## src/rtl/pipe_ctrl_pkg.sv

```systemverilog
// pipe_ctrl_pkg: stage indices and default sizing for the pipeline sequencer
package pipe_ctrl_pkg;
  localparam int ST_IF = 0;
  localparam int ST_ID = 1;
  localparam int ST_EX = 2;
  localparam int ST_MEM = 3;
  localparam int ST_WB = 4;
  localparam int DEF_NSTAGE = 5;
  localparam int DEF_MAX_OUTST = 3;
  localparam int DEF_CW = 4;
endpackage

```

## src/rtl/pipe_ctrl_reqtrack.sv

```systemverilog
// pipe_ctrl_reqtrack: in-flight fetch counter and stale-response discard tracking
module pipe_ctrl_reqtrack
  import pipe_ctrl_pkg::*;
#(
  parameter int MAX_OUTST = DEF_MAX_OUTST,
  parameter int CW = DEF_CW
) (
  input  logic          clk,
  input  logic          rst,
  input  logic          flush,
  input  logic          inst_req_fire,
  input  logic          inst_resp,
  output logic          inst_req_ok,
  output logic          inst_resp_discard,
  output logic [CW-1:0] outstanding
);
  logic [CW-1:0] dcnt;
  logic [CW-1:0] out_n;
  assign out_n = outstanding + CW'(inst_req_fire) - CW'(inst_resp);
  assign inst_req_ok = (outstanding < CW'(MAX_OUTST)) | inst_resp;
  assign inst_resp_discard = inst_resp & (flush | (dcnt != '0));
  // a flush marks everything still in flight after this edge as stale
  always_ff @(posedge clk) begin
    if (rst) begin
      outstanding <= '0;
      dcnt <= '0;
    end else begin
      outstanding <= out_n;
      dcnt <= flush ? out_n : dcnt - CW'(inst_resp && dcnt != '0);
    end
  end
  always_ff @(posedge clk) begin
    if (!rst) begin
      assert (!(inst_req_fire && !inst_resp && outstanding == CW'(MAX_OUTST)));
      assert (!(inst_resp && !inst_req_fire && outstanding == '0));
      assert (dcnt <= outstanding);
    end
  end
endmodule

```

## src/rtl/pipe_ctrl.sv

```systemverilog
// pipe_ctrl: per-stage valid/allowin/load-enable sequencing with exception flush
module pipe_ctrl
  import pipe_ctrl_pkg::*;
#(
  parameter int NSTAGE = DEF_NSTAGE,
  parameter int MAX_OUTST = DEF_MAX_OUTST,
  parameter int CW = DEF_CW
) (
  input  logic              clk,
  input  logic              rst,
  input  logic              if_in_valid,
  input  logic [NSTAGE-1:0] ready_go,
  input  logic              wb_ex,
  input  logic              wb_ertn,
  input  logic              inst_req_fire,
  input  logic              inst_resp,
  output logic [NSTAGE-1:0] stage_valid,
  output logic [NSTAGE-1:0] allowin,
  output logic [NSTAGE-1:0] load_en,
  output logic [NSTAGE-1:0] to_next_valid,
  output logic              flush,
  output logic              inst_req_ok,
  output logic              inst_resp_discard,
  output logic [CW-1:0]     outstanding
);
  logic [NSTAGE-1:0] up;
  assign flush = stage_valid[NSTAGE-1] & (wb_ex | wb_ertn);
  assign to_next_valid = stage_valid & ready_go;
  assign up = {to_next_valid[NSTAGE-2:0], if_in_valid};
  assign load_en = allowin & up & {NSTAGE{!flush}};
  // stalls propagate backwards from WB within the same cycle
  always_comb begin
    allowin = '0;
    allowin[NSTAGE-1] = !stage_valid[NSTAGE-1] | ready_go[NSTAGE-1];
    for (int i = NSTAGE - 2; i >= 0; i--)
      allowin[i] = !stage_valid[i] | (ready_go[i] & allowin[i+1]);
  end
  always_ff @(posedge clk) begin
    if (rst || flush) stage_valid <= '0;
    else stage_valid <= (allowin & up) | (~allowin & stage_valid);
  end
  pipe_ctrl_reqtrack #(.MAX_OUTST(MAX_OUTST), .CW(CW)) u_reqtrack (
    .clk(clk),
    .rst(rst),
    .flush(flush),
    .inst_req_fire(inst_req_fire),
    .inst_resp(inst_resp),
    .inst_req_ok(inst_req_ok),
    .inst_resp_discard(inst_resp_discard),
    .outstanding(outstanding)
  );
endmodule

```

## config.mk

```make
export PLATFORM = sky130hd
export DESIGN_NAME = pipe_ctrl
export DESIGN_NICKNAME = d
export VERILOG_FILES = /design/src/rtl/pipe_ctrl_pkg.sv /design/src/rtl/pipe_ctrl_reqtrack.sv /design/src/rtl/pipe_ctrl.sv
export SDC_FILE = /design/constraint.sdc
export NUM_CORES = 1
export LEC_CHECK = 0
export ABC_CLOCK_PERIOD_IN_PS = 2000
export BUFFER_PORTS_ARGS = -buffer_cell sky130_fd_sc_hd__buf_2
export CORE_ASPECT_RATIO = 0.9
export CORE_UTILIZATION = 44
export DETAILED_ROUTE_END_ITERATION = 10
export PLACE_DENSITY = 0.78
export SETUP_SLACK_MARGIN = 0.1
export SKIP_LAST_GASP = 1
export SLEW_MARGIN = 20
export SYNTH_ARGS = -nofsm -noshare
export SYNTH_HDL_FRONTEND = slang
export SYNTH_SLANG_ARGS = --single-unit
```

## constraint.sdc

```tcl
create_clock -name clk -period 2 [get_ports clk]
set_input_delay 0.3 -clock clk [delete_from_list [all_inputs] [get_ports clk]]
set_output_delay 0.3 -clock clk [all_outputs]
set_load 0.01 [all_outputs]
```

==> impl_metrics.ini, run 1 <==
[worst_setup_path]
start_kind = flip-flop
crit_path_end_kind = output port
cp_slowest_stage_delay_ns = 0.36
crit_type = reg2out
worst-path-max-fanout = 4
worstPathArrival_ns = 1.53
crit_path_cell_trace = and2b_4 > o211a_4 > o21ai_2 > and3_1 > buf_2
worstPathRequired_ns = 1.70
cpMaxStageDelayCell = dfxtp_1

[yosys]
avgSynthCellArea_um2 = 8.56
syn_area_um2 = 771
syn_nets = 110
syn_inst = 90
ys_seq_elements = 13
synth_cell_type_count = 28
yosys_warnings = 0
yosysSeqAreaShare_pct = 33.8

[clocking]
clock_sinks = 13
worstSkewPairLatency_ns = 0.28
cts_buffers = 3
ctsHoldBuffers = 0
cts_tree = yes
cts.clk_slew.worst_paths_ns = 0.07
cts_root_buf = clkbuf_4
cts_max_level = 1
cts_buffer_depth = 2

[drt]
via_per_inst = 4.75
drt-total-wl_um = 1600
drt_iter0_drc = 6
num_vias = 741
antenna_left = 0
drt-pass1-iter-count = 4
drc = 0
routedWlPerCell_um = 10.3

[sta]
rsz0062_at_grt = false
setup_tns_ns = 0
finalMaxSlewViolations = 0
max_freq_mhz = 546
final_hold_viol_count = 0
slew_headroom_pct = 79.0
worst_slew_pin_slew_ns = 0.312
fin_skew_ns = 0.000695
fin_hold_ws_ns = 0.235
period_share_pct = 91.6
finalSetupViolations = 0
min_period_ns = 1.83

[finish]
area_growth_pct = 34.1
final_common_cell = buf_2
drive_gt1_share_pct = 38.8
instances_no_fill = 156
layout_common_cells = buf_2, inv_1, dfxtp_1
final_nets = 155
antenna_cells = 0
nFillCells = 128

[power]
switchingPower_w = 0.000364
sequentialPowerShare_pct = 37.1
p_leak_nw = 0.576
p_per_area_nw_per_um2 = 958
comb_power_share_pct = 46.3
p_int_w = 0.000627
clkPwrFrac_pct = 16.6
ir_worst_vdd_v = 0.000522
swShare_pct = 36.7

[place]
dp_hpwl_um = 1330
port_buffers = 38
gp_congestion = 0.762
place_inst = 150

[grt]
antenna_found_initial = 0
grt_use_total_pct = 19.2
grt_overflow_total = 0
grt_pass1_vias = 658
grt_pass1_wl_um = 2660
grt_max_degree = 10

[outcome]
status = completed

[run]
drv_cap = 0

[floorplanning]
die-area_um2 = 1920
initial_core_util_pct = 49.9
die_w_um = 46.1
die_height_um = 41.7
core_um2 = 1550
rows = 13
io_pins = 39

[worst_hold_path]
hp-class = in2reg
==> critical path: cells and delay by family (launching register included) <==
family                 cells  cell delay (ns)
AO/OA/AOI/OAI              2             0.42
flip-flops                 1             0.36
AND/OR/NAND/NOR            2             0.35
buffers and inverters      1             0.12
==> logic make-up (layout without fill, tap and decap cells) <==
logic type,Yosys count,after routing,share of synthesized area [%]
simple gates,29,29,18.3
compound gates,18,18,20.3
buf+inv,18,62,9.09
flops,13,13,33.8
xor+xnor,4,4,4.55
fa+ha+maj,8,8,14.0
==> layout make-up <==
type                    instances  area (um2)  share of cell area [%]
clock buffers                   4        26.3                    2.54
multi-input cells              59         443                    42.9
repair buffers                 40         205                    19.9
inverters                      18        70.1                    6.78
well taps                      22        27.5                    2.66
flip-flops and latches         13         262                    25.3
==> cells in the mapped netlist <==
cell type / number / area [um2]
o21a_1: 1 / 7.51
xor2_1: 2 / 17.5
a21oi_1: 6 / 30.0
o21ai_4: 1 / 16.3
inv_4: 1 / 6.26
a21o_1: 3 / 22.5
nor2_1: 10 / 37.5
dfxtp_1: 13 / 260
nand2_1: 8 / 30.0
and2_2: 1 / 7.51
o41a_1: 1 / 11.3
xnor2_1: 2 / 17.5
ha_1: 7 / 87.6
a31oi_4: 1 / 21.3
and2_1: 1 / 6.26
nor3b_1: 1 / 7.51
nor2b_1: 1 / 6.26
nor3_1: 1 / 5.00
a2bb2oi_1: 1 / 8.76
a211oi_1: 1 / 7.51
o21ai_0: 1 / 5.00
inv_1: 17 / 63.8
and3_1: 3 / 18.8
and2b_4: 1 / 10.0
nand2b_1: 2 / 12.5
o211a_4: 1 / 17.5
o21ai_2: 1 / 8.76
fa_1: 1 / 20.0
==> per-stage QoR <==
step           power [W]  cell area (um2)  worst slack, ns  util [%]
2_1_floorplan   0.000673              771            0.271         -
5_1_grt          0.00107             1030           0.0893      66.9
3_5_place_dp    0.000809              988            0.136      64.0
4_1_cts         0.000978             1010            0.171      65.7
6_report        0.000990             1030            0.169      66.9
3_3_place_gp    0.000793              988            0.201      64.0
==> path summary, 6_finish.rpt <==
check,from,end,slack (ns),depth (start not counted)
min,if_in_valid,flip-flop,0.24,2
min reg2reg,flip-flop,flip-flop,0.50,2
max,flip-flop,load_en[1],0.17,5
max reg2reg,u_reqtrack.outstanding[0]$_SDFF_PP0_,u_reqtrack.dcnt[2]$_SDFF_PP0_,0.19,10
==> power groups by stage <==
stage	Clock, W	Sequential (W)	Combinational, W
after floorplan	0	0.000381	0.000292
after global placement	0	0.000372	0.000421
after detailed placement	0	0.000374	0.000436
after CTS	0.000169	0.000368	0.000440
after global routing	0.000177	0.000373	0.000524
final	0.000164	0.000367	0.000459
==> routing by layer <==
layer | global-route usage [%] | routed length, um | vias to the layer above
li1 | - | - | 379
met4 | 7.06 | 31 | 0
met3 | 6.52 | 73 | 5
met5 | 0 | 0 | -
met1 | 21.5 | 738 | 335
met2 | 32.4 | 761 | 22
==> repair_timing <==
action | 4_1_cts | 5_1_grt
setup endpoints to repair | 0 | 1
setup buffers | 0 | 2
gates resized for setup | 0 | 2
(Power assumes the default switching activity.)
==> run 2: changes to the inputs <==
--- a/config.mk
+++ b/config.mk
@@ -5,12 +5,13 @@
 export SDC_FILE = /design/constraint.sdc
 export NUM_CORES = 1
 export LEC_CHECK = 0
+export ABC_AREA = 1
 export ABC_CLOCK_PERIOD_IN_PS = 2000
 export BUFFER_PORTS_ARGS = -buffer_cell sky130_fd_sc_hd__buf_2
 export CORE_ASPECT_RATIO = 0.9
 export CORE_UTILIZATION = 44
 export DETAILED_ROUTE_END_ITERATION = 10
-export PLACE_DENSITY = 0.78
+export PLACE_DENSITY = 0.77
 export SETUP_SLACK_MARGIN = 0.1
 export SKIP_LAST_GASP = 1
 export SLEW_MARGIN = 20
==> run 2 against run 1 <==
Compared with the run above:
- via count shrank 0.40%
- sequential share of layout area grew 0.090 points
- sequential power is essentially flat
- global-route usage shrank 1.9 points
- clock-buffer cell count is the same
- wire length shrank 6.3%
- critical endpoint is now u_reqtrack.dcnt[1]$_SDFF_PP0_
==> impl_metrics.ini, run 2 <==
[sta]
final_hold_viol_count = 0
slew_headroom_pct = 77.3
period_share_pct = 88.3
setup_ws_ns = 0.235
worst_slew_pin_slew_ns = 0.337
finalSetupViolations = 0
max_freq_mhz = 567
fin_skew_ns = 0.000841
min_period_ns = 1.77
finalMaxSlewViolations = 0
rsz0062_at_grt = false
setup_tns_ns = 0

[worst_setup_path]
crit_path_end_kind = flip-flop
cp_slowest_stage_delay_ns = 0.42
startpoint = u_reqtrack.outstanding[0]$_SDFF_PP0_
worst_path_most_repeated_cell = inv_1
worstPathArrival_ns = 1.96
reg2reg_from = u_reqtrack.outstanding[0]$_SDFF_PP0_
cpMaxStageDelayCell = fa_2
crit_type = reg2reg
worstPathRequired_ns = 2.19
worst-path-max-fanout = 2
crit_path_cell_trace = inv_1 > ha_1 > inv_1 > ha_2 > inv_1 > fa_2 > nor2_1 > nor2_1 > a21oi_1
worst-r2r-cell-count = 9
start_kind = flip-flop

[worst_hold_path]
min-delay-start = if_in_valid
hold_path_depth = 3
hp-class = in2reg

[yosys]
ys_seq_elements = 13
async_flop_share_pct = 0
yosys_warnings = 0
yosysTopAreaCell = dfxtp_1
synth_edf_count = 0
syn_inst = 99
synthFlopType = dfxtp_1
avgSynthCellArea_um2 = 7.89
synth_cell_type_count = 20
syn_nets = 119
synth.top_cells.by_area = dfxtp_1, ha_1, nand2_4
yosysSeqAreaShare_pct = 33.3
synthTopCellsByCount = inv_1, nor2_1, dfxtp_1, nand2_1, a21oi_1
yosysMostFrequentCell = inv_1
syn_area_um2 = 781
yosys.area.top_type_share_pct = 33.3

[drt]
drt-total-wl_um = 1500
drt_iter0_drc = 6
via_per_inst = 4.47
num_vias = 738
drt-pass1-iter-count = 4
drc = 0
antenna_left = 0
routedWlPerCell_um = 9.10

[floorplanning]
die_w_um = 46.4
initial_core_util_pct = 46.9
io_pins = 39
core_um2 = 1660
die_height_um = 42.0
rows = 14
die-area_um2 = 1950

[grt]
grt_pass1_vias = 613
grt_pass1_wl_um = 2400
grt_max_degree = 8
grt_overflow_total = 0
antenna_found_initial = 0
grt_use_total_pct = 17.3

[clocking]
cts_max_level = 1
worstSkewPairLatency_ns = 0.27
cts_buffers = 3
cts_tree = yes
cts_buffer_depth = 2
cts.clk_slew.worst_paths_ns = 0.07
cts_root_buf = clkbuf_4
clock_sinks = 13

[finish]
area_growth_pct = 32.5
antenna_cells = 0
layout_common_cells = buf_2, inv_1, nor2_1
final_common_cell = buf_2
final_nets = 162
drive_gt1_share_pct = 42.6

[place]
gp_congestion = 0.714
port_buffers = 38
dp_hpwl_um = 1250
pre_cts_slack_ns = 0.166

[power]
p_per_area_nw_per_um2 = 944
ir_worst_vdd_v = 0.000621
p_leak_nw = 0.606

[outcome]
status = completed

[run]
drv_cap = 0
## run 2: cell families (layout without fill, tap and decap cells)
family / Yosys count / in the layout / share of synthesized area [%]
XOR/XNOR: 4 / 4 / 4.49
AO/OA/AOI/OAI: 13 / 13 / 9.62
buffers and inverters: 21 / 63 / 10.1
AND/OR/NAND/NOR: 40 / 40 / 28.7
adder cells (fa/ha/maj): 8 / 8 / 13.8
flip-flops: 13 / 13 / 33.3
## run 2: final timing paths
path,end,slack (ns)
setup / recovery,u_reqtrack.dcnt[1]$_SDFF_PP0_,0.23
setup reg to reg,u_reqtrack.dcnt[1]$_SDFF_PP0_,0.23
hold / removal,flip-flop,0.29
hold reg to reg,flip-flop,0.52
## run 2: layout make-up
cell class / instances / area [um2]
clock buffer: 4 / 26.3
timing repair buffer: 38 / 190
fill: 153 / 629
inverter: 21 / 78.8
tap: 24 / 30.0
multi-input combinational: 65 / 447
sequential: 13 / 263
## run 2: critical path: cells and delay by family, from the launching register on
kind            cells  cell delay (ns)
buf+inv             3             0.16
fa+ha+maj           3             0.85
simple gates        2             0.20
compound gates      1             0.15
flops               1             0.33
## run 2: stage by stage
| stage | util, % | hold slack [ns] | power (W) | area, um2 | instances |
|---|---|---|---|---|---|
| floorplan | - | 0.371 | 0.000697 | 781 | 99 |
| global placement | 60.2 | 0.507 | 0.000806 | 1000 | 161 |
| detailed placement | 60.2 | 0.507 | 0.000825 | 1000 | 161 |
| CTS | 61.7 | 0.287 | 0.000985 | 1030 | 165 |
| global route | 62.2 | 0.292 | 0.00108 | 1030 | 165 |
| finish | 62.2 | 0.288 | 0.000977 | 1030 | 165 |
## run 2: per-layer routing
metal	GRT usage (%)	vias to the layer above	wire length, um
li1	-	389	-
met1	21.0	326	666
met2	27.5	21	742
met5	0	-	0
met4	5.29	0	10
met3	6.52	2	83
## run 2: power breakdown
| part | internal [W] | switching, W |
|---|---|---|
| Sequential | 0.000323 | 0.0000458 |
| Combinational | 0.000210 | 0.000240 |
| Clock | 0.0000772 | 0.0000806 |
## run 2: timing repair
item                       in CTS  in global routing
setup endpoints to repair       0                  3
gates resized for setup         0                  4
hold endpoints to repair        0                  0
hold buffers                    0                  0
buffers inserted                0                  0
==> run 3: changes to the inputs <==
--- a/config.mk
+++ b/config.mk
@@ -8,7 +8,6 @@
 export ABC_AREA = 1
 export ABC_CLOCK_PERIOD_IN_PS = 2000
 export BUFFER_PORTS_ARGS = -buffer_cell sky130_fd_sc_hd__buf_2
-export CORE_ASPECT_RATIO = 0.9
 export CORE_UTILIZATION = 44
 export DETAILED_ROUTE_END_ITERATION = 10
 export PLACE_DENSITY = 0.77
==> run 3 against run 2 <==
Compared with the run above:
- wire length increased by 0.53%
- worst setup slack got worse by 0.037 ns
- global-route usage increased by 1.6 points
- clock skew increased by 0.0026 ns
- clock-buffer cell count unchanged
- worst hold slack got worse by 0.011 ns
- register-to-register slack got worse by 0.04 ns
- die area about the same
- critical endpoint is now u_reqtrack.dcnt[2]$_SDFF_PP0_
- highest routed layer unchanged
==> impl_metrics.ini, run 3 (synthesis gave the netlist of run 2 again) <==
[worst_setup_path]
crit_path_cell_trace = inv_1 > ha_1 > inv_1 > ha_2 > inv_1 > fa_1 > xor2_1 > nor2_1 > nor2_1 > a21oi_1
start_kind = flip-flop
cp_slowest_stage_delay_ns = 0.36
worst_path_most_repeated_cell = inv_1
crit_type = reg2reg
cpMaxStageDelayCell = fa_1
worstPathRequired_ns = 2.21
worst-r2r-cell-count = 10
worst-path-max-fanout = 2
worstPathArrival_ns = 2.01
reg2reg_slack_ns = 0.20
crit_path_end_kind = flip-flop

[drt]
num_vias = 746
via_per_inst = 4.72
drt-pass1-iter-count = 6
drt-total-wl_um = 1510
drt_iter0_drc = 13
antenna_left = 0
routedWlPerCell_um = 9.56
drc = 0

[clocking]
cts_root_buf = clkbuf_4
cts_tree = yes
worstSkewPairLatency_ns = 0.28
ctsHoldBuffers = 0
cts_buffers = 3
clock_sinks = 13
cts.clk_slew.worst_paths_ns = 0.08
cts_max_level = 1
cts_buffer_depth = 2

[sta]
worst_slew_pin_slew_ns = 0.339
rsz0062_at_grt = true
max_freq_mhz = 555
slew_headroom_pct = 77.2
period_share_pct = 90.1
fin_skew_ns = 0.00348
final_hold_viol_count = 0
finalSetupViolations = 0
min_period_ns = 1.80
setup_ws_ns = 0.198
finalMaxSlewViolations = 0
setup_tns_ns = 0

[finish]
final_common_cell = buf_2
drive_gt1_share_pct = 42.3
instances_no_fill = 158
final_nets = 163
antenna_cells = 0
layout_common_cells = buf_2, inv_1, nor2_1
area_growth_pct = 31.9

[grt]
antenna_found_initial = 0
grt_max_degree = 8
grt_pass1_vias = 673
grt_pass1_wl_um = 2680
grt_use_total_pct = 18.9
grt_overflow_total = 0

[worst_hold_path]
hp-class = in2reg
hold_path_depth = 3

[place]
place_inst = 153
port_buffers = 38
gp_congestion = 0.752
pre_cts_slack_ns = 0.171
dp_hpwl_um = 1300

[floorplanning]
die-area_um2 = 1950
core_um2 = 1580
initial_core_util_pct = 49.5
io_pins = 39
die_height_um = 44.1
rows = 14
die_w_um = 44.1

[power]
p_per_area_nw_per_um2 = 976
p_leak_nw = 0.612
ir_worst_vdd_v = 0.000582

[outcome]
status = completed

[run]
drv_cap = 0
-- run 3: cell count changes in the layout (fill, tap and decap cells not counted), sizes merged --
cell | before | now
buf | 38 | 39
-- run 3: what timing repair did --
item | in CTS | in global routing
gates resized for setup | 0 | 3
buffers inserted | 0 | 1
setup endpoints to repair | 0 | 2
-- run 3: area by class of cell --
type | instances | area, um2
Fill cell | 153 | 547
Multi-Input combinational cell | 65 | 444
Sequential cell | 13 | 263
Timing Repair Buffer | 39 | 198
Inverter | 21 | 78.8
Clock buffer | 4 | 26.3
Tap cell | 16 | 20.0
-- run 3: metal layers --
metal | vias to the layer above | wire length (um) | global-route usage (%)
met5 | - | 0 | 0
met4 | 0 | 10 | 5.45
met3 | 2 | 91 | 8.98
met2 | 17 | 767 | 31.8
met1 | 340 | 640 | 21.4
li1 | 387 | - | -
-- run 3: through the flow --
step	util [%]	hold slack [ns]	power [W]	instance area, um2
2_1_floorplan	-	0.371	0.000697	781
3_3_place_gp	62.9	0.507	0.000815	991
3_5_place_dp	62.9	0.509	0.000834	991
4_1_cts	64.5	0.268	0.00100	1020
5_1_grt	65.3	0.267	0.00111	1030
6_report	65.3	0.277	0.00101	1030
-- run 3: critical path, delay by kind of cell (launching register included) --
| family | cells | cell delay [ns] |
|---|---|---|
| xor gates and xnor gates | 1 | 0.15 |
| DFF | 1 | 0.33 |
| adders and majority gates | 3 | 0.79 |
| AOI/OAI and AO/OA | 1 | 0.10 |
| and+or+nand+nor | 2 | 0.20 |
| buffers and inverters | 3 | 0.17 |
-- run 3: path summary, 6_finish.rpt --
| path | from | endpoint |
|---|---|---|
| max | u_reqtrack.outstanding[0]$_SDFF_PP0_ | u_reqtrack.dcnt[2]$_SDFF_PP0_ |
| min | if_in_valid | flip-flop |
| max reg2reg | u_reqtrack.outstanding[0]$_SDFF_PP0_ | u_reqtrack.dcnt[2]$_SDFF_PP0_ |
| min reg2reg | flip-flop | flip-flop |
-- run 3: report_power, final --
group          leakage [nW]  internal (W)  switching [W]
sequential            0.108      0.000323      0.0000425
combinational         0.489      0.000224       0.000252
clock                0.0150     0.0000774      0.0000859
total                 0.612      0.000625       0.000380
